**src/rtl/iomem_mem_timer_bridge.sv**
```systemverilog
// iomem slave bridging the soc iomem port to main memory (with emulated access
// latency) and a 64-bit mtime/mtimecmp machine timer; unmapped accesses get a bus error.
//
// state    | meaning
// IDLE     | waiting for a request; the accept cycle issues the single RAM strobe
// RAM_WAIT | counting down the emulated RAM latency; ready when the counter hits 0
// TMR_RESP | timer access done at accept; ready with the registered read data
// ERR_RESP | unmapped access; ready together with bus_err_o
// DONE     | one dead cycle so a slow-dropping valid is never re-accepted
module iomem_mem_timer_bridge #(
  parameter logic [31:0] RAM_BASE_ADDR   = 32'h4000_0000,
  parameter logic [31:0] RAM_MASK_ADDR   = 32'h000f_ffff,
  parameter logic [31:0] TIMER_BASE_ADDR = 32'h3000_0000,
  parameter int unsigned RD_LATENCY      = 16,
  parameter int unsigned WR_LATENCY      = 4
) (
  input  logic        clk_used,
  input  logic        rst_n,
  input  logic        iomem_valid,
  output logic        iomem_ready,
  input  logic [3:0]  iomem_wstrb,
  input  logic [31:0] iomem_addr,
  input  logic [31:0] iomem_wdata,
  output logic [31:0] iomem_rdata,
  output logic        mem_rd_en,
  output logic [3:0]  mem_wstrb,
  input  logic [31:0] mem_rdata,
  output logic        timer_irq_o,
  output logic        bus_err_o
);

  localparam int unsigned LAT_MAX = (RD_LATENCY > WR_LATENCY) ? RD_LATENCY : WR_LATENCY;
  localparam int CNT_W = $clog2(LAT_MAX);
  localparam logic [CNT_W-1:0] RD_LOAD = CNT_W'(RD_LATENCY - 1);
  localparam logic [CNT_W-1:0] WR_LOAD = CNT_W'(WR_LATENCY - 1);

  typedef enum logic [2:0] {
    ST_IDLE,
    ST_RAM_WAIT,
    ST_TMR_RESP,
    ST_ERR_RESP,
    ST_DONE
  } state_t;

  state_t           state_q, state_d;
  logic [CNT_W-1:0] cnt_q, cnt_d;
  logic             rd_q, rd_d;
  logic             cap_q, cap_d;
  logic [31:0]      hold_q, hold_d;

  logic [63:0]      mtime_q, mtime_d;
  logic [63:0]      mtimecmp_q, mtimecmp_d;
  logic [31:0]      shadow_q, shadow_d;
  logic [31:0]      tmr_rdata_q, tmr_rdata_d;
  logic             irq_q;

  logic             ram_hit;
  logic             tmr_hit;
  logic             req_rd;
  logic             accept;
  logic             ram_acc;
  logic             tmr_acc;
  logic [1:0]       tmr_off;

  function automatic logic [31:0] merge_bytes(input logic [31:0] old_v,
                                              input logic [31:0] new_v,
                                              input logic [3:0]  strb);
    merge_bytes = old_v;
    for (int i = 0; i < 4; i++) begin
      if (strb[i]) merge_bytes[8*i +: 8] = new_v[8*i +: 8];
    end
  endfunction

  assign ram_hit = (iomem_addr & ~RAM_MASK_ADDR) == RAM_BASE_ADDR;
  assign tmr_hit = (iomem_addr & ~32'hF) == TIMER_BASE_ADDR;
  assign req_rd  = (iomem_wstrb == 4'b0000);
  assign tmr_off = iomem_addr[3:2];
  assign accept  = rst_n && (state_q == ST_IDLE) && iomem_valid;
  assign ram_acc = accept && ram_hit;
  assign tmr_acc = accept && !ram_hit && tmr_hit;

  always_ff @(posedge clk_used) begin
    if (!rst_n) begin
      state_q <= ST_IDLE;
    end else begin
      state_q <= state_d;
    end
  end

  always_comb begin
    state_d = state_q;
    case (state_q)
      ST_IDLE: begin
        if (iomem_valid) begin
          if (ram_hit)      state_d = ST_RAM_WAIT;
          else if (tmr_hit) state_d = ST_TMR_RESP;
          else              state_d = ST_ERR_RESP;
        end
      end
      ST_RAM_WAIT: if (cnt_q == '0) state_d = ST_DONE;
      ST_TMR_RESP: state_d = ST_DONE;
      ST_ERR_RESP: state_d = ST_DONE;
      ST_DONE:     state_d = ST_IDLE;
      default:     state_d = ST_IDLE;
    endcase
  end

  always_comb begin
    iomem_ready = 1'b0;
    iomem_rdata = '0;
    bus_err_o   = 1'b0;
    mem_rd_en   = 1'b0;
    mem_wstrb   = 4'b0000;
    case (state_q)
      ST_IDLE: begin
        if (ram_acc) begin
          mem_rd_en = req_rd;
          mem_wstrb = iomem_wstrb;
        end
      end
      ST_RAM_WAIT: begin
        if (cnt_q == '0) begin
          iomem_ready = 1'b1;
          iomem_rdata = rd_q ? hold_q : 32'h0;
        end
      end
      ST_TMR_RESP: begin
        iomem_ready = 1'b1;
        iomem_rdata = tmr_rdata_q;
      end
      ST_ERR_RESP: begin
        iomem_ready = 1'b1;
        bus_err_o   = 1'b1;
      end
      default: ;
    endcase
  end

  // RAM data is only valid the cycle after the strobe, so cap_q marks that one cycle.
  always_comb begin
    cnt_d  = cnt_q;
    rd_d   = rd_q;
    cap_d  = 1'b0;
    hold_d = hold_q;
    if (ram_acc) begin
      cnt_d = req_rd ? RD_LOAD : WR_LOAD;
      rd_d  = req_rd;
      cap_d = req_rd;
    end else if ((state_q == ST_RAM_WAIT) && (cnt_q != '0)) begin
      cnt_d = cnt_q - 1'b1;
    end
    if (cap_q) hold_d = mem_rdata;
  end

  always_ff @(posedge clk_used) begin
    if (!rst_n) begin
      cnt_q  <= '0;
      rd_q   <= 1'b0;
      cap_q  <= 1'b0;
      hold_q <= '0;
    end else begin
      cnt_q  <= cnt_d;
      rd_q   <= rd_d;
      cap_q  <= cap_d;
      hold_q <= hold_d;
    end
  end

  // Timer access happens at accept; a write to mtime replaces that cycle's increment.
  always_comb begin
    mtime_d     = mtime_q + 64'd1;
    mtimecmp_d  = mtimecmp_q;
    shadow_d    = shadow_q;
    tmr_rdata_d = tmr_rdata_q;
    if (tmr_acc) begin
      tmr_rdata_d = '0;
      if (req_rd) begin
        case (tmr_off)
          2'd0: begin
            tmr_rdata_d = mtime_q[31:0];
            shadow_d    = mtime_q[63:32];
          end
          2'd1:    tmr_rdata_d = shadow_q;
          2'd2:    tmr_rdata_d = mtimecmp_q[31:0];
          default: tmr_rdata_d = mtimecmp_q[63:32];
        endcase
      end else begin
        case (tmr_off)
          2'd0: mtime_d = {mtime_q[63:32],
                           merge_bytes(mtime_q[31:0], iomem_wdata, iomem_wstrb)};
          2'd1: mtime_d = {merge_bytes(mtime_q[63:32], iomem_wdata, iomem_wstrb),
                           mtime_q[31:0]};
          2'd2: mtimecmp_d = {mtimecmp_q[63:32],
                              merge_bytes(mtimecmp_q[31:0], iomem_wdata, iomem_wstrb)};
          default: mtimecmp_d = {merge_bytes(mtimecmp_q[63:32], iomem_wdata, iomem_wstrb),
                                 mtimecmp_q[31:0]};
        endcase
      end
    end
  end

  always_ff @(posedge clk_used) begin
    if (!rst_n) begin
      mtime_q     <= '0;
      mtimecmp_q  <= '1;
      shadow_q    <= '0;
      tmr_rdata_q <= '0;
      irq_q       <= 1'b0;
    end else begin
      mtime_q     <= mtime_d;
      mtimecmp_q  <= mtimecmp_d;
      shadow_q    <= shadow_d;
      tmr_rdata_q <= tmr_rdata_d;
      irq_q       <= (mtime_q >= mtimecmp_q);
    end
  end

  assign timer_irq_o = irq_q;

endmodule

```
**config.mk**
```make
export PLATFORM = sky130hd
export DESIGN_NAME = iomem_mem_timer_bridge
export DESIGN_NICKNAME = d
export VERILOG_FILES = /design/src/rtl/iomem_mem_timer_bridge.sv
export SDC_FILE = /design/constraint.sdc
export NUM_CORES = 1
export LEC_CHECK = 0
export BUFFER_PORTS_ARGS = -buffer_cell sky130_fd_sc_hd__buf_2
export CAP_MARGIN = 20
export CORE_ASPECT_RATIO = 0.7
export CORE_MARGIN = 1
export CORE_UTILIZATION = 42
export CTS_CLUSTER_DIAMETER = 40
export DETAILED_ROUTE_END_ITERATION = 12
export GPL_TIMING_DRIVEN = 1
export PLACE_DENSITY = 0.61
export RECOVER_POWER = 100
export SYNTH_ARGS = -nofsm -noshare
export SYNTH_HDL_FRONTEND = slang
export SYNTH_SLANG_ARGS = --single-unit
```
**constraint.sdc**
```tcl
create_clock -name clk_used -period 5.3 [get_ports clk_used]
set_input_delay 0.53 -clock clk_used [delete_from_list [all_inputs] [get_ports clk_used]]
set_output_delay 0.53 -clock clk_used [all_outputs]
set_load 0.01 [all_outputs]
```
# Yosys cells after proc, flatten, opt, wreduce, memory -nomap -nowiden
# Index checks and enable logic that the tools add are counted.
# classes
n_bitwise	3
add_sub_neg	2
multipliers	0
shifts	0
mux	28
div	0
n_reduce_logical	33
magnitude_cmp	1
n_eq_ne	19
# op_table
op	n
$pmux 64 s2	2
$mux 64	2
$mux 32	3
$pmux 32 s3	1
$add 64x1->64 const B	1
$ge 64x64->1	1
$pmux 32 s2	1
$reduce_and 5->1	8
$mux 8	4
$ne 4x4->1 const B	8
$eq 28x26->1 const B	1
$mux 4	5
$reduce_and 2->1	9
$eq 12x11->1 const B	1
$pmux 3 s3	1
$logic_not 4->1	2
$eq 3x2->1 const B	2
$logic_and 1x1->1	6
$mux 3	2
$ne 3x3->1 const B	2
$mux 1	5
$ne 2x2->1 const B	2
$reduce_bool 4->1	1
$reduce_or 2->1	2
12 further kinds	14
# word_totals
rom_bits	0
wordCells	110
latchBits	0
ff_bits	234
inputBits	103
output_inout_bits	40
mem_count	0
ram_bits	0

# Logic depth before layout (Yosys ltp)
# depth
word_depth	7
ltp_mapped	10
mapped_depth_nobuf	9

# Worst setup path after synthesis
# No wires, ideal clock.
# synth_path
path_kind	input to register
from	input port iomem_wstrb[1]
to	register mtime_q[48]
slack_ns	2.859
required_ns	5.197
cell_stages	8
setup_ns	0.103
t_arrival_ns	2.337
path_cell_list	buf_2 nor4_2 nor2_1 and2_1 buf_4 nor4_2 nor3_1 a2111oi_2
# synth_between
elab_chain_cells	3
# synth_rtl
element	line	rtl
from (decl)	21	input logic [3:0] iomem_wstrb,
$logic_not 4->1 *	76	assign req_rd = (iomem_wstrb == 4'b0000);
$ne 4x4->1 (no line) (tied with other cells)	-	
$reduce_and 2->1 (no line) or $mux 64 (tied branches)	-	
to (signal assigned)	210	mtime_q <= mtime_d;
to (decl)	51	logic [63:0] mtime_q, mtime_d;
# Every way passes the cells marked *; elsewhere a longest branch is shown, timed or not.
# A chain may end at the register's enable or synchronous reset.

# Worst setup path after layout
# layout_path
from	register state_q[2]
to	register mtime_q[48]
# layout_between
elab_chain_cells	7
# layout_rtl
element	line	rtl
from (decl)	45	state_t state_q, state_d;
from (signal assigned)	86	state_q <= state_d;
$logic_not 3->1 *	78	assign accept = rst_n && (state_q == ST_IDLE) && iomem_valid;
$logic_and 1x1->1 * (2 in a row)	78	
$logic_and 1x1->1 * (2 in a row)	80	assign tmr_acc = accept && !ram_hit && tmr_hit;
$ne 4x4->1 (no line) or $ne 3x3->1 (tied branches)	-	
$reduce_and 2->1 (no line)	-	
# Marks and branches as above.

==> results.md <==
- Share of layout cells above drive strength 1: 0.1435
- Reg2reg end: mtime_q[48]$_SDFFE_PN0P_
- Number of synthesized register bits: 234
- Class of the most critical hold timing path: input port to flop
- Skew final: 10.51 ps
- Die outline height: roughly 150 um
- Cell area reported after detailed placement: 13580 sq um
- Nets@finish: 1749
- Distinct cells, synth: between 70 and 80
- DR pass1 iterations: 5
- Startpoint of the lowest-slack hold path: mem_rdata[3]
- Wire length of the first global-routing pass: 63900 um
- Share of synthesized registers carrying an async set or reset: 0
- Clock-pin slew reported for the worst setup and hold paths after clock tree synthesis: 60 ps
- Antenna violations before repair: 4
- Final HPWL from detailed placement: 29690 um
- Synthesized net count: 1650
- Arrival time worst endpoint: 4530 ps
- Final std cell area, no fill: 14700 sq um
- Total track usage: 0.2681
- Die Footprint: 30820 sq um
- Clk sinks: between 200 and 250
- CP Class: flop to flop
- Worst Max-Slew Pin Slew: 2851 ps
- Synthesized area per cell: 8.544 sq um
- Number of enable flip-flop cells after synthesis: 0
- Area growth from synthesis to final layout: 16.24%
- FF/Latch Area: ~4700 sq um
- Static leakage power: between 6 and 7 nW
- Detailed-route vias per instance: 5.976
- Postcts setup bufs: 0
- GP Congestion: 0.9001
- Clock Latency Late Sink: 520 ps
- Pin count of the biggest net entering global routing: 68
- Initial core utilization: 0.4319
- Critical path capture point type: flop
- Area of the mapped netlist: 12640 sq um
- WL/cell: around 21 um
- Width of the die: approximately 210 um
- Share of the yosys chip area belonging to registers: 0.3705
- I/O pin count: ~140
- Areal power density over the cells: between 200 and 300 nW/um^2
- Drc violations: 0
- Number of synthesis warnings: 0
- Commonest register cell after synthesis: sky130_fd_sc_hd__dfxtp_1
- Worst relative slew slack: -0.9004
- Total routed wirelength: approximately 42000 um
- Final period util: 0.7890
- Worst IR drop on VDD: 171.1 uV
- Area of the multi-input gates: a little over 7000 sq um
- Number of hold buffers added after CTS: 0
- Worst min-delay path endpoint: hold_q[3]$_SDFFE_PN0P_
- Area inside the core boundary: between 20000 and 30000 sq um
- Number of pins with negative max-slew slack in the final report: 135
- Failing checks: capacitance limit, slew limit
- Number of filler cells placed in the layout: 2808
- R2R depth: 8
- Highest fanout seen on the critical path: 15
- Number of cells upsized or downsized after cts: 0
- CTS tree: built
- Inserted Clock Buffers: 34
- Number of global-route vias before repair: 10813
- Min Tclk post-route: 4182 ps
- Antenna viol nets, final: 0
- Startpoint types: flop
- Vias after detailed routing: 11844
- RR Startpoint: state_q[2]$_SDFFE_PN0P_
- Gate count after technology mapping: 1480
- Max-capacitance violation count: 4
- Bufs on Longest Clock Path: 3
- R2R Setup Slk: between 1000 and 1500 ps
- Setup_tns: 0 ps
- Depth of the worst hold-timing path: 3
- Run status: finished with violations
- Global route overflow: 0
- Req. time, crit path: 5650 ps
- Number of rows in the core area: 52
- Clk root buf: sky130_fd_sc_hd__clkbuf_16
- RSZ-0062 raised after global routing: no
- Fmax: 239.1 MHz
- Number of buffers inserted by port buffering: 140
- H-tree depth reported by CTS: 2
- Count of endpoints failing hold in the final timing report: 0
- Initial detailed-routing violation count: 1068
- Setup-failing EPs final: 0
critical path, stage by stage, from the launching register on:
cell                        delay [ps]
sky130_fd_sc_hd__dfxtp_1           370
sky130_fd_sc_hd__nor4b_1           450
sky130_fd_sc_hd__nand2_2           160
sky130_fd_sc_hd__nor4_1           1570
sky130_fd_sc_hd__and2_0            290
sky130_fd_sc_hd__buf_4             240
sky130_fd_sc_hd__and3_1            370
sky130_fd_sc_hd__nor3_1             90
sky130_fd_sc_hd__a2111oi_0         470
cell usage in the layout, fill, tap and decap left out, types with 16 or more instances in the layout:
master,count
sky130_fd_sc_hd__dfxtp_1,233
sky130_fd_sc_hd__nand2_1,206
sky130_fd_sc_hd__buf_2,105
sky130_fd_sc_hd__a21oi_1,103
sky130_fd_sc_hd__nand3_1,98
sky130_fd_sc_hd__nor2_1,92
sky130_fd_sc_hd__inv_1,75
sky130_fd_sc_hd__ha_1,67
sky130_fd_sc_hd__a22o_1,65
sky130_fd_sc_hd__o211ai_1,46
sky130_fd_sc_hd__o21ai_0,45
sky130_fd_sc_hd__clkbuf_1,42
sky130_fd_sc_hd__mux2i_1,37
sky130_fd_sc_hd__clkbuf_16,37
sky130_fd_sc_hd__mux4_2,32
sky130_fd_sc_hd__nand4_1,29
sky130_fd_sc_hd__nor3_1,28
sky130_fd_sc_hd__and3_1,22
sky130_fd_sc_hd__a211oi_1,16
sky130_fd_sc_hd__a21o_1,16
sequential cells by signal, summed over array words and instances, names as in the netlist:
signal	cells
cap_q	1
cnt_q	4
hold_q	32
mtime_q	64
mtimecmp_q	64
rd_q	1
shadow_q	32
state_q	3
timer_irq_o	1
tmr_rdata_q	32
logic make-up (layout without fill, tap and decap cells):
kind of cell,count (synthesis),in the layout,synth area share
AND/OR/NAND/NOR,571,571,0.2231
adder cells (fa/ha/maj),67,67,0.06630
other,0,1,0
multiplexers,71,71,0.08807
buffers and inverters,173,296,0.05452
flip-flops,234,234,0.3705
XOR/XNOR,2,2,0.001386
AO/OA/AOI/OAI,362,362,0.1961
routing by layer:
metal  vias up  track usage  wire [um]
li1       5649            -          -
met1      5685       0.4107      20310
met2       469       0.3707      16630
met3        41      0.07054       4178
met4         0      0.05404        436
met5         -            0          0
cell usage after synthesis, types with 4 or more instances:
| library cell | count | area (sq um) |
|---|---|---|
| sky130_fd_sc_hd__dfxtp_1 | 234 | 4684 |
| sky130_fd_sc_hd__nand2_1 | 206 | 773.2 |
| sky130_fd_sc_hd__a21oi_1 | 103 | 515.5 |
| sky130_fd_sc_hd__nand3_1 | 98 | 490.5 |
| sky130_fd_sc_hd__nor2_1 | 91 | 341.6 |
| sky130_fd_sc_hd__inv_1 | 76 | 285.3 |
| sky130_fd_sc_hd__ha_1 | 67 | 838.3 |
| sky130_fd_sc_hd__a22o_1 | 65 | 569.3 |
| sky130_fd_sc_hd__clkbuf_1 | 65 | 244.0 |
| sky130_fd_sc_hd__o211ai_1 | 46 | 345.3 |
| sky130_fd_sc_hd__o21ai_0 | 45 | 225.2 |
| sky130_fd_sc_hd__mux2i_1 | 37 | 370.4 |
| sky130_fd_sc_hd__mux4_2 | 32 | 720.7 |
| sky130_fd_sc_hd__nand4_1 | 29 | 181.4 |
| sky130_fd_sc_hd__nor3_1 | 27 | 135.1 |
| sky130_fd_sc_hd__and2_1 | 22 | 137.6 |
| sky130_fd_sc_hd__and3_1 | 22 | 137.6 |
| sky130_fd_sc_hd__buf_2 | 18 | 90.09 |
| sky130_fd_sc_hd__a211oi_1 | 16 | 120.1 |
| sky130_fd_sc_hd__a21o_1 | 16 | 120.1 |
| sky130_fd_sc_hd__a31oi_1 | 12 | 75.07 |
| sky130_fd_sc_hd__and4_1 | 11 | 96.34 |
| sky130_fd_sc_hd__nor4_1 | 11 | 68.82 |
| sky130_fd_sc_hd__a311oi_1 | 9 | 78.83 |
| sky130_fd_sc_hd__buf_1 | 8 | 30.03 |
| sky130_fd_sc_hd__nor3b_1 | 8 | 60.06 |
| sky130_fd_sc_hd__nand2b_1 | 7 | 43.79 |
| sky130_fd_sc_hd__nor2b_1 | 6 | 37.54 |
| sky130_fd_sc_hd__or3_1 | 6 | 37.54 |
| sky130_fd_sc_hd__a211o_1 | 4 | 35.03 |
| sky130_fd_sc_hd__buf_4 | 4 | 30.03 |
| sky130_fd_sc_hd__o21a_1 | 4 | 30.03 |
| sky130_fd_sc_hd__o221ai_1 | 4 | 35.03 |
power breakdown:
group          leakage, nW  switching, mW  internal (mW)  total, mW
logic                 3.81          0.133         0.0684      0.201
clock network        0.584          0.881           1.55       2.43
registers             1.89        0.00630           1.76       1.77
how the worst max path moves through the flow:
stage,end,from,slack (ps)
floorplan,mtime_q[48]$_SDFFE_PN0P_,iomem_wstrb[1],2860
finish,mtime_q[48]$_SDFFE_PN0P_,state_q[2]$_SDFFE_PN0P_,1120
detailed placement,tmr_rdata_q[6]$_SDFFE_PN0P_,rst_n,1740
global route,mtimecmp_q[62]$_SDFFE_PN1P_,state_q[2]$_SDFFE_PN0P_,860
CTS,mem_rd_en,state_q[2]$_SDFFE_PN0P_,1810
global placement,tmr_rdata_q[4]$_SDFFE_PN0P_,rst_n,1810
cell type report:
cell class / count / area share
multi-input cells: 1073 / 0.4915
flip-flops and latches: 234 / 0.3188
clock buffers: 45 / 0.06912
repair buffers: 160 / 0.05465
well taps: 378 / 0.03218
inverters: 76 / 0.01949
clock inverters: 15 / 0.01405
diodes: 1 / 0.0001703
through the flow:
step	util	hold slack (ps)	setup WS, ps	total power [mW]	std cells
6_report	0.5020	244.4	1118	4.403	1982
5_1_grt	0.5019	248.7	858.5	4.525	1981
4_1_cts	0.5055	229.0	1806	4.434	1979
3_5_place_dp	0.4638	442.1	1736	2.009	1919
3_3_place_gp	0.4632	436.4	1808	2.006	1918
2_1_floorplan	-	427.4	2859	1.900	1480
Power figures use the tool's default switching activity.
